### src/rtl/spi_fl_sequencer_if.sv
// Request/response and spi_master_fl bus bundle for spi_fl_sequencer.
// The slave modport is the sequencer's view; the master modport is the environment's view.
interface spi_fl_sequencer_if;
    logic [1:0]  req_valid;
    logic [1:0]  req_ready;
    logic [15:0] req_cmd;
    logic [5:0]  req_ctyp;
    logic [63:0] req_addr;
    logic [63:0] req_data;
    logic [13:0] req_nmiso;
    logic [1:0]  req_wren;
    logic [1:0]  req_poll;
    logic [1:0]  rsp_valid;
    logic [31:0] rsp_data;
    logic        rsp_err;
    logic        busy;
    logic [31:0] m_data_in;
    logic [31:0] m_address;
    logic [7:0]  m_command;
    logic [2:0]  m_commtype;
    logic [6:0]  m_nmiso_bits;
    logic        m_validflag;
    logic [31:0] m_data_out;
    logic        m_tready;

    modport slave (
        input  req_valid, req_cmd, req_ctyp, req_addr, req_data, req_nmiso,
               req_wren, req_poll, m_data_out, m_tready,
        output req_ready, rsp_valid, rsp_data, rsp_err, busy,
               m_data_in, m_address, m_command, m_commtype, m_nmiso_bits, m_validflag
    );

    modport master (
        output req_valid, req_cmd, req_ctyp, req_addr, req_data, req_nmiso,
               req_wren, req_poll, m_data_out, m_tready,
        input  req_ready, rsp_valid, rsp_data, rsp_err, busy,
               m_data_in, m_address, m_command, m_commtype, m_nmiso_bits, m_validflag
    );
endinterface

### src/rtl/spi_fl_sequencer.sv
// Two-port round-robin command sequencer in front of spi_master_fl, with optional
// WREN prefix and RDSR busy polling; one response pulse per accepted request.
module spi_fl_sequencer #(
    parameter int unsigned MAX_POLLS = 256,
    parameter int unsigned POLL_GAP  = 16
) (
    input logic               clk,
    input logic               rst_n,
    spi_fl_sequencer_if.slave bus
);

    localparam int unsigned PCW = $clog2(MAX_POLLS + 1);
    localparam int unsigned GCW = $clog2(POLL_GAP + 1);

    localparam logic [7:0] WREN_OP    = 8'h06;
    localparam logic [2:0] WREN_CT    = 3'b000;
    localparam logic [7:0] RDSR_OP    = 8'h05;
    localparam logic [2:0] RDSR_CT    = 3'b001;
    localparam logic [6:0] RDSR_NMISO = 7'd8;
    localparam logic [6:0] RST_NMISO  = 7'd32;

    typedef enum logic [3:0] {
        IDLE, GRANT, WREN_ISS, WREN_WT, CMD_ISS, CMD_WT, GAP, POLL_ISS, POLL_WT, RESP
    } state_e;

    state_e      state_q, state_d;
    logic        prio_q, prio_d;
    logic        port_q, port_d;
    logic [7:0]  cmd_q, cmd_d;
    logic [2:0]  ctyp_q, ctyp_d;
    logic [31:0] addr_q, addr_d;
    logic [31:0] data_q, data_d;
    logic [6:0]  nmiso_q, nmiso_d;
    logic        wren_q, wren_d;
    logic        poll_q, poll_d;
    logic [PCW-1:0] poll_cnt_q, poll_cnt_d;
    logic [GCW-1:0] gap_cnt_q, gap_cnt_d;

    logic [1:0]  req_ready_q, req_ready_d;
    logic [1:0]  rsp_valid_q, rsp_valid_d;
    logic [31:0] rsp_data_q, rsp_data_d;
    logic        rsp_err_q, rsp_err_d;
    logic        busy_q, busy_d;
    logic [31:0] m_data_in_q, m_data_in_d;
    logic [31:0] m_address_q, m_address_d;
    logic [7:0]  m_command_q, m_command_d;
    logic [2:0]  m_commtype_q, m_commtype_d;
    logic [6:0]  m_nmiso_bits_q, m_nmiso_bits_d;
    logic        m_validflag_q, m_validflag_d;

    logic        gnt;

    always_comb begin
        // NOTE: every variable gets a default first so no path can leave it unassigned and infer a latch.
        state_d        = state_q;
        prio_d         = prio_q;
        port_d         = port_q;
        cmd_d          = cmd_q;
        ctyp_d         = ctyp_q;
        addr_d         = addr_q;
        data_d         = data_q;
        nmiso_d        = nmiso_q;
        wren_d         = wren_q;
        poll_d         = poll_q;
        poll_cnt_d     = poll_cnt_q;
        gap_cnt_d      = gap_cnt_q;
        req_ready_d    = 2'b00;
        rsp_valid_d    = 2'b00;
        rsp_data_d     = rsp_data_q;
        rsp_err_d      = rsp_err_q;
        busy_d         = busy_q;
        m_data_in_d    = m_data_in_q;
        m_address_d    = m_address_q;
        m_command_d    = m_command_q;
        m_commtype_d   = m_commtype_q;
        m_nmiso_bits_d = m_nmiso_bits_q;
        m_validflag_d  = m_validflag_q;
        gnt            = 1'b0;

        case (state_q)
            IDLE: begin
                if (|bus.req_valid) begin
                    // Contention goes to the favoured port; a lone requester always wins.
                    gnt         = (bus.req_valid == 2'b11) ? prio_q : bus.req_valid[1];
                    port_d      = gnt;
                    prio_d      = ~gnt;
                    req_ready_d = gnt ? 2'b10 : 2'b01;
                    cmd_d       = gnt ? bus.req_cmd[15:8]    : bus.req_cmd[7:0];
                    ctyp_d      = gnt ? bus.req_ctyp[5:3]    : bus.req_ctyp[2:0];
                    addr_d      = gnt ? bus.req_addr[63:32]  : bus.req_addr[31:0];
                    data_d      = gnt ? bus.req_data[63:32]  : bus.req_data[31:0];
                    nmiso_d     = gnt ? bus.req_nmiso[13:7]  : bus.req_nmiso[6:0];
                    wren_d      = gnt ? bus.req_wren[1]      : bus.req_wren[0];
                    poll_d      = gnt ? bus.req_poll[1]      : bus.req_poll[0];
                    poll_cnt_d  = '0;
                    rsp_data_d  = '0;
                    rsp_err_d   = 1'b0;
                    busy_d      = 1'b1;
                    state_d     = GRANT;
                end
            end
            GRANT: state_d = wren_q ? WREN_ISS : CMD_ISS;
            WREN_ISS, CMD_ISS, POLL_ISS: begin
                // The master accepted once it drops tready; only then release validflag.
                if (m_validflag_q && !bus.m_tready) begin
                    m_validflag_d = 1'b0;
                    state_d       = (state_q == WREN_ISS) ? WREN_WT :
                                    (state_q == CMD_ISS)  ? CMD_WT  : POLL_WT;
                end else if (!m_validflag_q && bus.m_tready) begin
                    m_validflag_d = 1'b1;
                end
            end
            WREN_WT: begin
                if (bus.m_tready) state_d = CMD_ISS;
            end
            CMD_WT: begin
                if (bus.m_tready) begin
                    rsp_data_d = bus.m_data_out;
                    gap_cnt_d  = '0;
                    state_d    = poll_q ? GAP : RESP;
                end
            end
            GAP: begin
                if (gap_cnt_q == GCW'(POLL_GAP - 1)) begin
                    poll_cnt_d = poll_cnt_q + 1'b1;
                    state_d    = POLL_ISS;
                end else begin
                    gap_cnt_d = gap_cnt_q + 1'b1;
                end
            end
            POLL_WT: begin
                if (bus.m_tready) begin
                    if (!bus.m_data_out[0]) begin
                        state_d = RESP;
                    end else if (poll_cnt_q == PCW'(MAX_POLLS)) begin
                        rsp_err_d = 1'b1;
                        state_d   = RESP;
                    end else begin
                        gap_cnt_d = '0;
                        state_d   = GAP;
                    end
                end
            end
            RESP: begin
                busy_d  = 1'b0;
                state_d = IDLE;
            end
            default: state_d = IDLE;
        endcase

        // RESP lasts one cycle, so entering it yields exactly one rsp_valid pulse.
        if (state_d == RESP) rsp_valid_d = port_q ? 2'b10 : 2'b01;

        // Master fields are loaded on entry to an issue state and then held through its wait state.
        case (state_d)
            WREN_ISS: begin
                m_command_d    = WREN_OP;
                m_commtype_d   = WREN_CT;
                m_nmiso_bits_d = '0;
                m_address_d    = '0;
                m_data_in_d    = '0;
            end
            CMD_ISS: begin
                m_command_d    = cmd_q;
                m_commtype_d   = ctyp_q;
                m_nmiso_bits_d = nmiso_q;
                m_address_d    = addr_q;
                m_data_in_d    = data_q;
            end
            POLL_ISS: begin
                m_command_d    = RDSR_OP;
                m_commtype_d   = RDSR_CT;
                m_nmiso_bits_d = RDSR_NMISO;
                m_address_d    = '0;
                m_data_in_d    = '0;
            end
            default: ;
        endcase
    end

    always_ff @(posedge clk or negedge rst_n) begin
        if (!rst_n) begin
            state_q        <= IDLE;
            prio_q         <= 1'b0;
            port_q         <= 1'b0;
            cmd_q          <= '0;
            ctyp_q         <= '0;
            addr_q         <= '0;
            data_q         <= '0;
            nmiso_q        <= '0;
            wren_q         <= 1'b0;
            poll_q         <= 1'b0;
            poll_cnt_q     <= '0;
            gap_cnt_q      <= '0;
            req_ready_q    <= '0;
            rsp_valid_q    <= '0;
            rsp_data_q     <= '0;
            rsp_err_q      <= 1'b0;
            busy_q         <= 1'b0;
            m_data_in_q    <= '0;
            m_address_q    <= '0;
            m_command_q    <= '0;
            m_commtype_q   <= '0;
            m_nmiso_bits_q <= RST_NMISO;
            m_validflag_q  <= 1'b0;
        end else begin
            // NOTE: non-blocking assignments so every flop samples the pre-edge value of its _d.
            state_q        <= state_d;
            prio_q         <= prio_d;
            port_q         <= port_d;
            cmd_q          <= cmd_d;
            ctyp_q         <= ctyp_d;
            addr_q         <= addr_d;
            data_q         <= data_d;
            nmiso_q        <= nmiso_d;
            wren_q         <= wren_d;
            poll_q         <= poll_d;
            poll_cnt_q     <= poll_cnt_d;
            gap_cnt_q      <= gap_cnt_d;
            req_ready_q    <= req_ready_d;
            rsp_valid_q    <= rsp_valid_d;
            rsp_data_q     <= rsp_data_d;
            rsp_err_q      <= rsp_err_d;
            busy_q         <= busy_d;
            m_data_in_q    <= m_data_in_d;
            m_address_q    <= m_address_d;
            m_command_q    <= m_command_d;
            m_commtype_q   <= m_commtype_d;
            m_nmiso_bits_q <= m_nmiso_bits_d;
            m_validflag_q  <= m_validflag_d;
        end
    end

    assign bus.req_ready    = req_ready_q;
    assign bus.rsp_valid    = rsp_valid_q;
    assign bus.rsp_data     = rsp_data_q;
    assign bus.rsp_err      = rsp_err_q;
    assign bus.busy         = busy_q;
    assign bus.m_data_in    = m_data_in_q;
    assign bus.m_address    = m_address_q;
    assign bus.m_command    = m_command_q;
    assign bus.m_commtype   = m_commtype_q;
    assign bus.m_nmiso_bits = m_nmiso_bits_q;
    assign bus.m_validflag  = m_validflag_q;

endmodule

### src/flat_wrapper.sv
// flat-port wrapper written by rule: the top's interface ports become plain ports
module spi_fl_sequencer_flat 
#(
    parameter int unsigned MAX_POLLS = 256,
    parameter int unsigned POLL_GAP  = 16
)
  (clk, rst_n, bus_req_valid, bus_req_cmd, bus_req_ctyp, bus_req_addr, bus_req_data, bus_req_nmiso, bus_req_wren, bus_req_poll, bus_m_data_out, bus_m_tready, bus_req_ready, bus_rsp_valid, bus_rsp_data, bus_rsp_err, bus_busy, bus_m_data_in, bus_m_address, bus_m_command, bus_m_commtype, bus_m_nmiso_bits, bus_m_validflag);
  spi_fl_sequencer_if bus_i ();
  input logic clk;
  input logic rst_n;
  input wire logic [$bits(bus_i.req_valid)-1:0] bus_req_valid;
  input wire logic [$bits(bus_i.req_cmd)-1:0] bus_req_cmd;
  input wire logic [$bits(bus_i.req_ctyp)-1:0] bus_req_ctyp;
  input wire logic [$bits(bus_i.req_addr)-1:0] bus_req_addr;
  input wire logic [$bits(bus_i.req_data)-1:0] bus_req_data;
  input wire logic [$bits(bus_i.req_nmiso)-1:0] bus_req_nmiso;
  input wire logic [$bits(bus_i.req_wren)-1:0] bus_req_wren;
  input wire logic [$bits(bus_i.req_poll)-1:0] bus_req_poll;
  input wire logic [$bits(bus_i.m_data_out)-1:0] bus_m_data_out;
  input wire logic [$bits(bus_i.m_tready)-1:0] bus_m_tready;
  output wire logic [$bits(bus_i.req_ready)-1:0] bus_req_ready;
  output wire logic [$bits(bus_i.rsp_valid)-1:0] bus_rsp_valid;
  output wire logic [$bits(bus_i.rsp_data)-1:0] bus_rsp_data;
  output wire logic [$bits(bus_i.rsp_err)-1:0] bus_rsp_err;
  output wire logic [$bits(bus_i.busy)-1:0] bus_busy;
  output wire logic [$bits(bus_i.m_data_in)-1:0] bus_m_data_in;
  output wire logic [$bits(bus_i.m_address)-1:0] bus_m_address;
  output wire logic [$bits(bus_i.m_command)-1:0] bus_m_command;
  output wire logic [$bits(bus_i.m_commtype)-1:0] bus_m_commtype;
  output wire logic [$bits(bus_i.m_nmiso_bits)-1:0] bus_m_nmiso_bits;
  output wire logic [$bits(bus_i.m_validflag)-1:0] bus_m_validflag;
  assign bus_i.req_valid = bus_req_valid;
  assign bus_i.req_cmd = bus_req_cmd;
  assign bus_i.req_ctyp = bus_req_ctyp;
  assign bus_i.req_addr = bus_req_addr;
  assign bus_i.req_data = bus_req_data;
  assign bus_i.req_nmiso = bus_req_nmiso;
  assign bus_i.req_wren = bus_req_wren;
  assign bus_i.req_poll = bus_req_poll;
  assign bus_i.m_data_out = bus_m_data_out;
  assign bus_i.m_tready = bus_m_tready;
  assign bus_req_ready = bus_i.req_ready;
  assign bus_rsp_valid = bus_i.rsp_valid;
  assign bus_rsp_data = bus_i.rsp_data;
  assign bus_rsp_err = bus_i.rsp_err;
  assign bus_busy = bus_i.busy;
  assign bus_m_data_in = bus_i.m_data_in;
  assign bus_m_address = bus_i.m_address;
  assign bus_m_command = bus_i.m_command;
  assign bus_m_commtype = bus_i.m_commtype;
  assign bus_m_nmiso_bits = bus_i.m_nmiso_bits;
  assign bus_m_validflag = bus_i.m_validflag;
  spi_fl_sequencer #(.MAX_POLLS(MAX_POLLS), .POLL_GAP(POLL_GAP)) u_core (.clk(clk), .rst_n(rst_n), .bus(bus_i));
endmodule
### config.mk
export PLATFORM = sky130hd
export DESIGN_NAME = spi_fl_sequencer_flat
export DESIGN_NICKNAME = d
export VERILOG_FILES = /design/src/rtl/spi_fl_sequencer_if.sv /design/src/rtl/spi_fl_sequencer.sv /design/src/flat_wrapper.sv
export SDC_FILE = /design/constraint.sdc
export NUM_CORES = 1
export LEC_CHECK = 0
export ABC_AREA = 1
export BUFFER_PORTS_ARGS = -buffer_cell sky130_fd_sc_hd__buf_2
export CELL_PAD_IN_SITES_DETAIL_PLACEMENT = 1
export CELL_PAD_IN_SITES_GLOBAL_PLACEMENT = 1
export CORE_MARGIN = 2
export CORE_UTILIZATION = 37
export DETAILED_ROUTE_END_ITERATION = 8
export GPL_ROUTABILITY_DRIVEN = 1
export GPL_TIMING_DRIVEN = 1
export HOLD_SLACK_MARGIN = 0.12
export PLACE_DENSITY_LB_ADDON = 0.1
export SLEW_MARGIN = 25
export SYNTH_ARGS = -nofsm -noshare
export SYNTH_HDL_FRONTEND = slang
export SYNTH_SLANG_ARGS = --single-unit
export TNS_END_PERCENT = 20
### constraint.sdc
create_clock -name clk -period 2.58 [get_ports clk]
set_clock_uncertainty 0.1 [all_clocks]
set_input_delay 0.516 -clock clk [delete_from_list [all_inputs] [get_ports clk]]
set_output_delay 0.516 -clock clk [all_outputs]
set_load 0.1 [all_outputs]
==> results of run 1 <==
## report_power, final
part	leakage, nW	internal [mW]	total (mW)	switching (mW)
clock	0.391	2.09	3.59	1.51
combinational	4.58	2.37	10.2	7.87
sequential	2.93	4.82	5.60	0.782
## per-stage QoR
step	setup TNS [ps]	hold WS, ps
6_report	0	133
3_3_place_gp	0	244
5_1_grt	-12.5	141
4_1_cts	0	121
2_1_floorplan	0	120
3_5_place_dp	0	244
## metal layers
metal  GRT usage [%]  vias up  wire length, µm
li1                -     4886                -
met1            33.3     5176            16200
met2            47.8      318            19400
met3            5.92       90             2350
met4            10.3        0             1390
met5               0        -                0
## worst paths after layout
kind	startpoint	endpoint	cells after the start
min in group asynchronous	rst_n	u_core.addr_q[26]$_DFFE_PN0P_	2
worst max-delay path	u_core.state_q[3]$_DFF_PN0_	u_core.bus.m_data_in[12]$_DFFE_PN0P_	10
worst max register to register	u_core.state_q[3]$_DFF_PN0_	u_core.bus.m_data_in[12]$_DFFE_PN0P_	10
worst min-delay path	bus_req_data[54]	u_core.data_q[22]$_DFFE_PN0P_	3
max in group asynchronous	rst_n	u_core.bus.m_address[2]$_DFFE_PN0P_	3
worst min register to register	u_core.port_q$_DFFE_PN0P_	u_core.bus.rsp_valid[0]$_DFF_PN0_	1
## cells in the mapped netlist (2+ instances only)
| master | instances | area [µm²] |
|---|---|---|
| nand2_4 | 2 | 22.5 |
| o211ai_1 | 5 | 37.5 |
| nand4_1 | 84 | 526 |
| buf_4 | 8 | 60.1 |
| o31ai_1 | 3 | 22.5 |
| buf_1 | 9 | 33.8 |
| xor2_1 | 2 | 17.5 |
| nand3_1 | 157 | 786 |
| nor3_1 | 6 | 30.0 |
| buf_2 | 21 | 105 |
| clkbuf_1 | 28 | 105 |
| nand2_2 | 4 | 25.0 |
| dfrtp_1 | 224 | 5610 |
| nor2_1 | 29 | 109 |
| nor2_4 | 3 | 33.8 |
| ha_1 | 5 | 62.6 |
| nand2_1 | 498 | 1870 |
| o21ai_0 | 10 | 50.1 |
| inv_2 | 7 | 26.3 |
| nor2_2 | 7 | 43.8 |
| buf_6 | 12 | 135 |
| o21bai_1 | 2 | 15.0 |
| inv_1 | 33 | 124 |
| nand3_2 | 2 | 20.0 |
| a21oi_1 | 11 | 55.1 |
## cell type report
type	instances	area, µm²	share of cell area (%)
flip-flops and latches	225	5630	38.0
repair buffers	538	3890	26.3
multi-input cells	843	3880	26.2
clock buffers	40	744	5.03
well taps	341	427	2.88
inverters	40	153	1.03
clock inverters	7	72.6	0.490
diodes	4	10.0	0.0676
## state kept, by name, summed over array words and instances (netlist names), 2 cells and up
name	count
u_core.bus.m_commtype	3
u_core.bus.m_command	8
u_core.bus.rsp_data	32
u_core.poll_cnt_q	9
u_core.bus.req_ready	2
u_core.ctyp_q	3
u_core.bus.m_address	32
u_core.data_q	32
u_core.gap_cnt_q	5
u_core.addr_q	32
u_core.bus.rsp_valid	2
u_core.nmiso_q	7
u_core.bus.m_data_in	32
u_core.cmd_q	8
u_core.state_q	4
u_core.bus.m_nmiso_bits	7
## worst reg2reg max path: stages (launching register included)
cell	delay (ps)
dfrtp_1	570
nor2_4	110
nand2_1	320
o21ai_0	160
nor2_1	130
nand2_1	60
nor2_1	230
nand3_4	140
buf_16	220
nand4_1	180
nand2_1	80
## repair_timing
item,4_1_cts,5_1_grt
hold endpoints to repair,332,0
hold buffers,182,0
gates resized for setup,0,3
endpoints found under the setup margin,0,2
## cell families after synthesis
| group | count (synthesis) | share of synthesized area [%] |
|---|---|---|
| flip-flops | 225 | 56.0 |
| adder cells (fa/ha/maj) | 5 | 0.622 |
| AO/OA/AOI/OAI | 39 | 2.38 |
| XOR/XNOR | 2 | 0.174 |
| multiplexers | 2 | 0.211 |
| AND/OR/NAND/NOR | 795 | 34.8 |
| buffers and inverters | 118 | 5.86 |
==> impl_metrics.ini, run 1 <==
[detailed_routing]
first_pass_iters = 7
ant_nets = 0
vias_per_cell = 5.14
drt_wl_total_um = 39200
routedWlPerCell_um = 19.3
num_vias = 10500
first_iter_violations = 612
drc = 0

[sta]
max_slew_margin_pct = 63.6
finalSetupViolCount = 0
tightest_slew_ps = 545
finalHoldViolations = 0
fin_crit_ps = 2410
slew_violations = 0
period_share_pct = 93.2
finalWorstSetupSlack_ps = 174
timing.fmax_mhz = 416

[clock_network]
ctsLongestPathBuffers = 3
post_cts_buffers = 0
insertion_delay_ps = 540
clock-sinks = 225
root_buffer = clkbuf_16
cts_tree = built
path_clk_slew_ps = 60
cts.htree.levels = 1
cts_buffers = 27

[place]
numPortBuffers = 325
place_area_um2 = 12100
dp_slack_ps = 98.7
dp_hpwl_um = 23000
dp.cells = 1804
gp_congestion = 0.926

[power_and_ir_drop]
p_per_area_nw_per_um2 = 1310
leakagePower_nw = 7.90
p_total_mw = 19.4
peakVddDrop_mv = 0.666

[synthesis]
synth_warnings = 0
syn_inst = 1186
syn_avg_cell_area_um2 = 8.48
netlist_area_um2 = 10100
synth_edf_count = 0
synth-seq-cells = 225
synth_fp_nets = 1396
synth.distinct_cells = 39
synth-main-ff-cell = dfrtp_1
async_flop_share_pct = 100
ys_seq_area_share_pct = 56.0

[grt]
grt_max_degree = 88
grt_overflow = 0
grt_antenna_before_repair = 4
grt_pass1_wl_um = 62400
track_usage_pct = 27.4
grt_pass1_vias = 11500

[critical_path]
cp-start-kind = flop
criticalPathCategory = flop to flop
required_ps = 2910
crit_path_max_incr_delay_ps = 570
crit_buf_inv = 1
path_common_cell = nand2_1
crit_chain = nor2_4 > nand2_1 > o21ai_0 > nor2_1 > nand2_1 > nor2_1 > nand3_4 > buf_16 > nand4_1 > nand2_1
slowest_stage = dfrtp_1
rrSetupSlack_ps = 170
path_max_fanout = 70
worst_ep_arrival_time_ps = 2730
path_delay_family = simple AND/OR/NAND/NOR gates
critPathCaptureType = flop

[floorplanning]
start_util_pct = 37.5
core-area_um2 = 26800
fp.dieArea_um2 = 28500
io_pins = 326
die_h_um = 169
dieWidth_um = 169
rows = 60

[finish]
final_nets = 1885
fill_cells = 3202
synthToLayoutAreaGrowth_pct = 47.2
utilization_pct = 55.2
layout_commonest_cell = nand2_1
drive_above_1_share_pct = 25.0
final_cells = 2038
final_cell_mix = nand2_1, buf_2, dfrtp_1
final_area_um2 = 14800

[job]
max-cap-violations = 0

[status]
status = complete, no violations

[min_path]
hp-class = primary input to flop
Power figures use the tool's default switching activity.
==> inputs of run 2 (changes only) <==
--- a/config.mk
+++ b/config.mk
@@ -12,7 +12,6 @@
 export CORE_MARGIN = 2
 export CORE_UTILIZATION = 37
 export DETAILED_ROUTE_END_ITERATION = 8
-export GPL_ROUTABILITY_DRIVEN = 1
 export GPL_TIMING_DRIVEN = 1
 export HOLD_SLACK_MARGIN = 0.12
 export PLACE_DENSITY_LB_ADDON = 0.1
==> constraint.sdc (replaced) <==
create_clock -name clk -period 2.58 [get_ports clk]
set_clock_uncertainty 0.1 [all_clocks]
set_input_delay 0.774 -clock clk [delete_from_list [all_inputs] [get_ports clk]]
set_output_delay 0.774 -clock clk [all_outputs]
set_load 0.1 [all_outputs]
==> impl_metrics.ini, run 2 (synthesis results as in run 1) <==
[status]
status = complete, no violations

[power_and_ir_drop]
p_comb_share_pct = 52.3
pwr-share-clk_pct = 18.9
peakVddDrop_mv = 0.593
p_per_area_nw_per_um2 = 1460
leakagePower_nw = 7.26
seq_power_share_pct = 28.8
sw_frac_of_total_pct = 51.8
p_sw_mw = 10.0
p_int_mw = 9.31

[sta]
tightest_slew_ps = 552
finalHoldViolations = 0
rsz0062_at_grt = false
finalHoldWorstSlack_ps = 332
period_share_pct = 93.9
max_slew_margin_pct = 63.4
timing.fmax_mhz = 413
fin_crit_ps = 2420
slew_violations = 0
finalSetupViolCount = 0

[floorplanning]
rows = 60
core-area_um2 = 26800
die_h_um = 169
io_pins = 326
start_util_pct = 37.5
fp.dieArea_um2 = 28500
dieWidth_um = 169

[place]
numPortBuffers = 325
gp_congestion = 0.843
place_area_um2 = 12200
dp.cells = 1820
dp_hpwl_um = 23300

[detailed_routing]
first_pass_iters = 4
num_vias = 9449
drt_wl_total_um = 33700
drc = 0
ant_nets = 0
vias_per_cell = 5.05
first_iter_violations = 574
routedWlPerCell_um = 18.0

[critical_path]
cp-start-kind = flop
timing.rr.end = u_core.bus.m_data_in[13]$_DFFE_PN0P_
worst_ep_arrival_time_ps = 2730
crit_chain = ha_1 > nand2_1 > nor2_1 > ha_1 > nand3_2 > nand3_1 > nor2_2 > nand2_4 > nor2_4 > nand2_4 > buf_4 > nand4_1 > nand2_1
rr_startpoint = u_core.gap_cnt_q[0]$_DFFE_PN0P_
critPathCaptureType = flop
path_max_fanout = 22
slowest_stage = dfrtp_1
startpoint = u_core.gap_cnt_q[0]$_DFFE_PN0P_
rrSetupSlack_ps = 160
crit_path_max_incr_delay_ps = 410
critPathCapture = u_core.bus.m_data_in[13]$_DFFE_PN0P_
path_depth = 13
r2r_cells = 13
criticalPathCategory = flop to flop
required_ps = 2890
crit_buf_inv = 1
path_delay_family = simple AND/OR/NAND/NOR gates

[clock_network]
root_buffer = clkbuf_16
cts_buffers = 26
ctsLongestPathBuffers = 3
clock-sinks = 225
insertion_delay_ps = 540
cts.htree.levels = 1
cts_tree = built
path_clk_slew_ps = 60

[finish]
synthToLayoutAreaGrowth_pct = 31.1
fill_cells = 3286
final_cells = 1872
drive_above_1_share_pct = 29.4
final_area_um2 = 13200
final_cell_mix = nand2_1, buf_2, dfrtp_1
layout_commonest_cell = nand2_1
final_nets = 1720

[grt]
grt_pass1_wl_um = 53500
grt_overflow = 0
grt_pass1_vias = 9795
track_usage_pct = 23.4
grt_antenna_before_repair = 5
grt_max_degree = 73

[job]
max-cap-violations = 0

[min_path]
hp-class = flop to flop
## run 2: how the worst min path moves through the flow
stage | from | end | slack (ps) | cells past startpoint
floorplan | u_core.port_q$_DFFE_PN0P_ | u_core.bus.rsp_valid[0]$_DFF_PN0_ | 300 | 1
global placement | u_core.port_q$_DFFE_PN0P_ | u_core.bus.rsp_valid[0]$_DFF_PN0_ | 310 | 1
detailed placement | u_core.port_q$_DFFE_PN0P_ | u_core.bus.rsp_valid[0]$_DFF_PN0_ | 320 | 1
CTS | bus_req_cmd[7] | u_core.cmd_q[7]$_DFFE_PN0P_ | 320 | 3
global route | bus_req_addr[11] | u_core.addr_q[11]$_DFFE_PN0P_ | 340 | 3
finish | u_core.port_q$_DFFE_PN0P_ | u_core.bus.rsp_valid[0]$_DFF_PN0_ | 330 | 1
## run 2: power by group through the flow
stage	logic, mW	clock network [mW]	registers [mW]
after global placement	9.83	0	5.56
after global routing	10.9	3.87	5.72
after CTS	10.0	3.74	5.56
after floorplan	3.76	0	9.29
final	10.1	3.65	5.56
after detailed placement	9.98	0	5.59
## run 2: metrics by stage
step                      setup slack, ps  setup TNS (ps)  utilization (%)  total power [mW]
after floorplan                      37.4               0                -              13.0
after global placement              -14.7           -27.9             45.7              15.4
after detailed placement            -30.9           -53.9             45.7              15.6
after CTS                            88.1               0             48.8              19.3
after global routing                0.611               0             49.2              20.5
final                                 157               0             49.2              19.3
## run 2: metal layers
metal	track usage (%)	share of wire (%)
met5	0	0.068
met4	5.85	2.0
met3	6.55	7.6
met2	38.2	47
met1	30.9	43
## run 2: repair_timing
action                                 CTS  global route
hold buffers                             1             0
setup buffers                            0             0
endpoints found under the hold margin   16             0
gates resized for setup                  0            13
setup endpoints to repair                0            34
## run 2: area by class of cell
| cell class | count | area [µm²] | share of cell area (%) |
|---|---|---|---|
| Sequential cell | 225 | 5630 | 42.7 |
| Multi-Input combinational cell | 843 | 3890 | 29.5 |
| Timing Repair Buffer | 374 | 2240 | 17.0 |
| Clock buffer | 37 | 763 | 5.79 |
| Tap cell | 341 | 427 | 3.23 |
| Inverter | 40 | 158 | 1.20 |
| Clock inverter | 9 | 80.1 | 0.607 |
| Antenna cell | 3 | 7.51 | 0.0569 |
## run 2: worst reg2reg max path: cells and delay by family, from the launching register on
| family | cells | cell delay [ps] |
|---|---|---|
| fa+ha+maj | 2 | 480 |
| buf+inv | 1 | 240 |
| flops | 1 | 410 |
| simple gates | 10 | 1060 |
